`config.mk`:
```
export PLATFORM = sky130hd
export DESIGN_NAME = pulse_window_counter
export DESIGN_NICKNAME = d
export VERILOG_FILES = /design/src/rtl/pulse_window_counter_pkg.sv /design/src/rtl/pulse_window_counter_window_timer.sv /design/src/rtl/pulse_window_counter.sv
export SDC_FILE = /design/constraint.sdc
export NUM_CORES = 1
export LEC_CHECK = 0
export ABC_CLOCK_PERIOD_IN_PS = 1600
export BUFFER_PORTS_ARGS = -buffer_cell sky130_fd_sc_hd__buf_2
export CAP_MARGIN = 20
export CORE_ASPECT_RATIO = 1.4
export CORE_MARGIN = 5
export CORE_UTILIZATION = 30
export DETAILED_ROUTE_END_ITERATION = 10
export GPL_TIMING_DRIVEN = 0
export PLACE_DENSITY = 0.52
export RECOVER_POWER = 50
export SYNTH_ARGS = -nofsm -noshare
export SYNTH_HDL_FRONTEND = slang
export SYNTH_HIERARCHICAL = 1
export SYNTH_SLANG_ARGS = --single-unit
```
`constraint.sdc`:
```
create_clock -name clk -period 1.6 [get_ports clk]
set_clock_uncertainty 0.1 [all_clocks]
set_input_delay 0.08 -clock clk [delete_from_list [all_inputs] [get_ports clk]]
set_output_delay 0.08 -clock clk [all_outputs]
set_load 0.02 [all_outputs]
```
`src/rtl/pulse_window_counter_pkg.sv`:
```
// Shared definitions for pulse_window_counter.
// Holds the FSM state width and the state encodings used by the top.
package pulse_window_counter_pkg;

  localparam int STATE_W = 2;

  typedef enum logic [STATE_W-1:0] {
    ST_IDLE   = 2'd0,
    ST_COUNT  = 2'd1,
    ST_REPORT = 2'd2
  } state_t;

endpackage

```
`src/rtl/pulse_window_counter_window_timer.sv`:
```
// window_timer: counts the clocks of one measurement window.
// Ports:
//   clk  - system clock, rising edge
//   rst  - asynchronous active-high reset
//   clr  - synchronous clear of the timer
//   en   - advance the timer by one this cycle
//   last - high while the timer sits at WINDOW-1
// The timer parks at WINDOW-1 instead of wrapping; the owner clears it
// before the next window starts.
module window_timer #(
  parameter int WINDOW = 16
) (
  input  logic clk,
  input  logic rst,
  input  logic clr,
  input  logic en,
  output logic last
);

  localparam int TW = (WINDOW > 2) ? $clog2(WINDOW) : 1;
  localparam logic [TW-1:0] LAST_VAL = TW'(WINDOW - 1);

  logic [TW-1:0] cnt;

  always_ff @(posedge clk or posedge rst) begin
    if (rst) begin
      cnt <= '0;
    end else if (clr) begin
      cnt <= '0;
    end else if (en && !last) begin
      cnt <= cnt + 1'b1;
    end
  end

  assign last = (cnt == LAST_VAL);

endmodule

```
`src/rtl/pulse_window_counter.sv`:
```
// pulse_window_counter: counts pulse_in cycles over a WINDOW-clock window
// and hands the saturated count to a host over a valid/ready handshake.
// Ports:
//   clk       - system clock, rising edge
//   rst       - asynchronous active-high reset
//   start     - request a measurement window (honoured in IDLE, or in
//               REPORT together with the handshake for back-to-back windows)
//   pulse_in  - event input, counted only while a window is open
//   rdy       - host accepts the result
//   count_out - event count of the last completed window
//   valid     - count_out holds a result not yet accepted
//   busy      - a window is in progress
//   overflow  - the accumulator saturated during the reported window
module pulse_window_counter
  import pulse_window_counter_pkg::*;
#(
  parameter int WINDOW = 16,
  parameter int CNT_W  = 8
) (
  input  logic             clk,
  input  logic             rst,
  input  logic             start,
  input  logic             pulse_in,
  input  logic             rdy,
  output logic [CNT_W-1:0] count_out,
  output logic             valid,
  output logic             busy,
  output logic             overflow
);

  localparam logic [CNT_W-1:0] ACC_MAX = '1;

  // Saturating increment: holds at full scale instead of wrapping.
  function automatic logic [CNT_W-1:0] sat_inc(input logic [CNT_W-1:0] a,
                                               input logic inc);
    if (inc && (a != ACC_MAX)) return a + 1'b1;
    return a;
  endfunction

  // A pulse arriving while the accumulator is already at full scale is lost.
  function automatic logic sat_hit(input logic [CNT_W-1:0] a, input logic inc);
    return inc && (a == ACC_MAX);
  endfunction

  state_t           state;
  state_t           state_nxt;
  logic             last;
  logic [CNT_W-1:0] acc;
  logic [CNT_W-1:0] acc_nxt;
  logic             ovf_acc;
  logic             ovf_nxt;
  logic             in_count;

  assign in_count = (state == ST_COUNT);

  window_timer #(
    .WINDOW (WINDOW)
  ) u_timer (
    .clk  (clk),
    .rst  (rst),
    .clr  (!in_count),
    .en   (in_count),
    .last (last)
  );

  always_ff @(posedge clk or posedge rst) begin
    if (rst) begin
      state <= ST_IDLE;
    end else begin
      state <= state_nxt;
    end
  end

  always_comb begin
    state_nxt = state;
    case (state)
      ST_IDLE: begin
        if (start) state_nxt = ST_COUNT;
      end
      ST_COUNT: begin
        if (last) state_nxt = ST_REPORT;
      end
      ST_REPORT: begin
        if (rdy) state_nxt = start ? ST_COUNT : ST_IDLE;
      end
      default: state_nxt = ST_IDLE;
    endcase
  end

  // The final window cycle's pulse must land in the result, so the output
  // registers load from the next-value of the accumulator, not its state.
  assign acc_nxt = sat_inc(acc, pulse_in);
  assign ovf_nxt = ovf_acc | sat_hit(acc, pulse_in);

  // Accumulator is held at zero outside COUNT, which discards pulses in
  // IDLE/REPORT and gives back-to-back windows a clean start.
  always_ff @(posedge clk or posedge rst) begin
    if (rst) begin
      acc     <= '0;
      ovf_acc <= 1'b0;
    end else if (in_count) begin
      acc     <= acc_nxt;
      ovf_acc <= ovf_nxt;
    end else begin
      acc     <= '0;
      ovf_acc <= 1'b0;
    end
  end

  always_ff @(posedge clk or posedge rst) begin
    if (rst) begin
      count_out <= '0;
      overflow  <= 1'b0;
    end else if (in_count && last) begin
      count_out <= acc_nxt;
      overflow  <= ovf_nxt;
    end
  end

  assign valid = (state == ST_REPORT);
  assign busy  = in_count;

endmodule

```
; Word-level counts from Yosys, hierarchy flattened
; Cells that the tools add are included.
[classes]
muxes = 12
add_sub_neg = 2
n_reduce_logical = 7
bitwise_logic = 1
eq_ne = 9
[ops]
columns = op, count
row1 = 8-bit 2-to-1 mux, 3
row2 = "8-bit by 1-bit adder with 8-bit output, second input constant", 1
row3 = "8-bit equality test, second input constant", 1
row4 = 4-bit 2-to-1 mux, 2
row5 = "8-bit inequality test, second input constant", 1
row6 = 2-bit 2-to-1 mux, 3
row7 = "2-bit inequality test, second input constant", 3
row8 = 2-bit case mux with 3 select lines, 1
row9 = "4-bit by 1-bit adder with 4-bit output, second input constant", 1
row10 = "4-bit equality test, second input constant", 1
row11 = 1-bit logical AND, 4
row12 = 1-bit 2-to-1 mux, 3
row13 = 3-bit AND reduction, 1
row14 = "2-bit by 1-bit equality test with 1-bit output, second input constant", 1
row15 = "2-bit equality test, second input constant", 1
row16 = 2-bit logical NOT, 1
row17 = "2-bit by 1-bit inequality test with 1-bit output, second input constant", 1
row18 = 1-bit logical NOT, 1
row19 = 1-bit OR, 1
[word_totals]
reg_bits = 24
output_inout_bits = 11
wordCells = 37

; Longest topological paths before layout
[logic_depth]
word_depth = 5
mapped_depth = 7

; Hierarchy
; Netlist, hierarchy kept.
[modules_own_cells]
columns = mod, area_each_um2, seq_area_each_um2, cells_per_inst, n_inst
row1 = pulse_window_counter, 927.1, 500.5, 91, 1
row2 = window_timer, 232.7, 100.1, 21, 1

; Worst setup path after synthesis
; Ideal clock, no wire load.
[synth_timing]
kind = register to register
start = reg state[1]
end = reg u_timer.cnt[0]
path_slack_ns = 0.095
n_path_buf = 0
synth_period_minus_slack_ns = 1.505
required_time_ns = 1.375
path_stages_with_launch = 6
t_arrival_ns = 1.279
path_cell_list = dfrtp_1 inv_1 nand2_1 inv_1 nor2b_4 mux2_4
[synth_via]
elab_chain_len = 3
word_cells_on_any_way = 4
cone_classes = 2 x eq/ne / 1 x mux / 1 x reduce/logical
[synth_lines]
columns = item, line
row1 = "start, declared", pulse_window_counter.sv:45  ; state_t state;
row2 = "start signal, assigned", pulse_window_counter.sv:70  ; state <= state_nxt;
row3 = 2-bit by 1-bit equality test with 1-bit output *, pulse_window_counter.sv:54  ; assign in_count = (state == ST_COUNT);
row4 = via busy, pulse_window_counter.sv:27  ; output logic busy,
row5 = 1-bit logical AND, pulse_window_counter_window_timer.sv:30  ; end else if (en && !last) begin
row6 = 2-bit by 1-bit inequality test with 1-bit output (no source line), n/a
row7 = "end signal, assigned", pulse_window_counter_window_timer.sv:31  ; cnt <= cnt + 1'b1;
row8 = "end, declared", pulse_window_counter_window_timer.sv:23  ; logic [TW-1:0] cnt;
; Mark *: on every way through the listed nets, which the timed path passes. The rest lies on a longest branch.
; A chain may end at the register's enable or synchronous reset.

; Final worst setup path
[layout_timing]
start = reg acc[0]
end = reg count_out[0]
[layout_via]
elab_chain_len = 4
word_cells_on_any_way = 6
cone_classes = 1 x add/sub / 1 x eq/ne / 3 x mux / 1 x reduce/logical
[layout_lines]
columns = item, line
row1 = "start, declared", pulse_window_counter.sv:48  ; logic [CNT_W-1:0] acc;
row2 = "start signal, assigned", pulse_window_counter.sv:102  ; acc <= acc_nxt;
row3 = branches (longest 3 deep; another with 8-bit by 1-bit adder with 8-bit output), n/a
row4 = 8-bit 2-to-1 mux *, pulse_window_counter.sv:37  ; return a;
row5 = "end signal, assigned", pulse_window_counter.sv:115  ; count_out <= acc_nxt;
row6 = "end, declared", pulse_window_counter.sv:25  ; output logic [CNT_W-1:0] count_out,
; Mark *: on every way between the ends. The select of a mux whose other input is x is not followed.

==> impl_metrics.yaml <==
setup_path:
  critPathCaptureType: "flip-flop"
  critPathLaunchType: "flip-flop"
  critPathKind: "flip-flop to flip-flop"
  reg2reg_to: "count_out[0]$_DFFE_PP0P_"
  r2r-start: "acc[0]$_DFF_PP0_"
  rrSetupSlack_ns: 0.08
  cp_max_fo: 6
  cp_data_arrival_time_ns: 1.57
  crit_required_ns: 1.65
  r2r_cells: 5
clock_network:
  numClockSinks: 24
  cts_root_buf: "clkbuf_8"
  cts_buffer_depth: 2
  cts.clk_slew.worst_paths_ns: 0.09
  numCtsBuffers: 3
  htreeDepth: 1
  insertion_delay_ns: 0.26
  cts_tree: "done"
timing:
  setup_violations: 0
  max_slew.worst_pin.slew_ns: 0.7470
  max_freq_mhz: 659.1
  hold_viol: 0
  rsz0062_at_grt: "false"
  slew_headroom_pct: 50.15
  min_period_ns: 1.517
  hold_ws_ns: 0.08433
  drv_slew: 0
  setup_ws_ns: 0.08272
  fin_tns_setup_ns: 0
  post-route-period-util_pct: 94.83
detailed_routing:
  ant_nets: 0
  wl_um: 2548
  first_pass_iters: 4
  vias: 894
  wire_per_inst_um: 14.23
  vias_per_cell: 4.994
  drtIter0Drc: 41
  drc: 0
global_route:
  grt_overflow_total: 0
  grtUsageTotal_pct: 10.25
  grt_pass1_wl_um: 4409
  grt_antenna_before_repair: 0
  grt_start_max_net_pins: 21
  grt_pass1_vias: 939
floorplan:
  die_w_um: 62.55
  ios: 16
  rows: 26
  die_h_um: 83.57
  core_area_um2: 3709
  initial_core_util_pct: 31.28
  die-area_um2: 5227
final_layout:
  nets: 145
  mostFrequentLayoutCells: "dfrtp_1, nand2_1, nor2_1, clkbuf_1, o21ai_0"
  final_cell_area_um2: 1424
  drive_gt1_share_pct: 20.44
  diodes: 0
  fill_cells: 398
  mostFrequentLayoutCell: "dfrtp_1"
  area_delta_synth_final_pct: 22.76
synthesis:
  avgSynthCellArea_um2: 10.36
  synth_top_family_by_area: "simple AND/OR/NAND/NOR gates"
  synthCells: 112
  synth_nets: 119
  synth_compound_area_share_pct: 14.46
  synth_seq_cells: 24
  netlist_area_um2: 1160
  synth-xor-area-share_pct: 2.265
  synth-warning-count: 6
  synth_fa_ha_area_share_pct: 2.157
  synth.distinct_cells: 35
  synthMuxAreaShare_pct: 3.020
  ys_seq_area_share_pct: 51.78
  yosys.area_share.simple_pct: 22.44
power:
  peakVddDrop_uv: 866.5
  p_per_area_nw_per_um2: 1802
  p_leak_uw: 0.0006492
  power_uw: 2566
placed_design:
  placed_area_um2: 1287
  hpwl_um: 1855
  portBuffers: 15
  place_ws_ns: -0.09599
  finalWeightedCongestion: 0.7664
run:
  maxCapViolCount: 0
hold_path:
  hold_start: "pulse_in"
  hold_end: "acc[1]$_DFF_PP0_"
  hold_depth: 3
  hold_class: "input pin to flip-flop"
outcome:
  status: "completed"
==> worst max-delay path, cell delays in order, from the launching register on <==
cell and delay (ns):
dfrtp_1 0.39, ha_2 0.24, nand3_1 0.16, o21ai_4 0.23, xor2_2 0.20, o21ai_1 0.09
==> flip-flops by register name (all words and copies together), names as in the netlist <==
signal	flops
acc	8
count_out	8
u_timer/cnt	4
state	2
overflow	1
ovf_acc	1
==> worst max path at each step <==
stage | start | endpoint | slack [ns] | cells after the start
floorplan | state[1]$_DFFE_PP0P_ | u_timer/cnt[0]$_DFFE_PP0P_ | 0.1 | 5
global placement | state[0]$_DFFE_PP0P_ | u_timer/cnt[0]$_DFFE_PP0P_ | -0.05 | 4
detailed placement | state[0]$_DFFE_PP0P_ | u_timer/cnt[0]$_DFFE_PP0P_ | -0.1 | 4
CTS | acc[1]$_DFF_PP0_ | count_out[0]$_DFFE_PP0P_ | 0.001 | 5
global route | acc[0]$_DFF_PP0_ | count_out[0]$_DFFE_PP0P_ | 0.007 | 5
finish | acc[0]$_DFF_PP0_ | count_out[0]$_DFFE_PP0P_ | 0.08 | 5
==> cells in the mapped netlist <==
master     number  area (um^2)
nand3_1         4        20.02
nand2b_1        4        25.02
nand4_4         1        21.27
a31oi_1         3        18.77
nand4_1         2        12.51
buf_6           2        22.52
nor2b_1         1        6.260
ha_1            2        25.02
and3_4          1        11.26
nand4b_1        1        8.760
or2_2           1        6.260
nor2b_4         1        13.76
mux2_4          1        15.01
o21ai_2         1        8.760
nor3_1          2        10.01
nand2_1        12        45.04
o22ai_1         2        12.51
nand2_2         1        6.260
nor2_1         12        45.04
inv_1           5        18.77
o21ai_1         3        15.01
mux2i_1         2        20.02
o2111ai_2       1        15.01
a21oi_1         3        15.01
o31ai_1         3        22.52
xor2_1          2        17.52
and4_4          1        11.26
and3_1          1        6.260
and4b_2         1        11.26
o2bb2a_1        1        10.01
dfrtp_1        24        600.6
o211ai_1        2        15.01
clkbuf_1        1        3.750
xnor2_1         1        8.760
o21ai_0         7        35.03
==> per-layer routing <==
layer  global-route usage, %  vias to the layer above  wire length, um
met2                   18.49                       15             1391
met5                       0                        -                0
met1                   11.63                      432             1051
met4                   4.633                        0               35
met3                   1.482                        4               69
li1                        -                      443                -
==> cell families after synthesis <==
kind of cell | Yosys count
and+or+nand+nor | 46
AOI/OAI and AO/OA | 26
DFF | 24
buffers and inverters | 8
xor gates and xnor gates | 3
muxes | 3
adders and majority gates | 2
==> power by group <==
| group | switching, uW | total (uW) | internal, uW |
|---|---|---|---|
| clock network | 196 | 531 | 334 |
| registers | 155 | 986 | 831 |
| logic | 629 | 1050 | 420 |
==> repair_timing <==
| item | CTS | global route |
|---|---|---|
| hold buffers | 3 | 0 |
| endpoints found under the hold margin | 26 | 0 |
| buffers inserted | 0 | 3 |
| setup endpoints to repair | 1 | 15 |
| resized for setup | 1 | 6 |
==> stage by stage <==
| step | instances | utilization, % |
|---|---|---|
| floorplan | 112 | - |
| global placement | 169 | 34.72 |
| detailed placement | 169 | 34.72 |
| CTS | 176 | 37.48 |
| global route | 179 | 38.39 |
| finish | 179 | 38.39 |
==> area by class of cell <==
class	instances	area, um^2	share of cell area, %
Buffer	3	27.53	1.933
Clock buffer	3	41.29	2.900
Clock inverter	1	30.03	2.109
Inverter	5	18.77	1.318
Multi-Input combinational cell	80	539.3	37.87
Sequential cell	24	600.6	42.18
Tap cell	42	52.55	3.691
Timing Repair Buffer	21	113.9	7.996
Power figures use the tool's default switching activity.
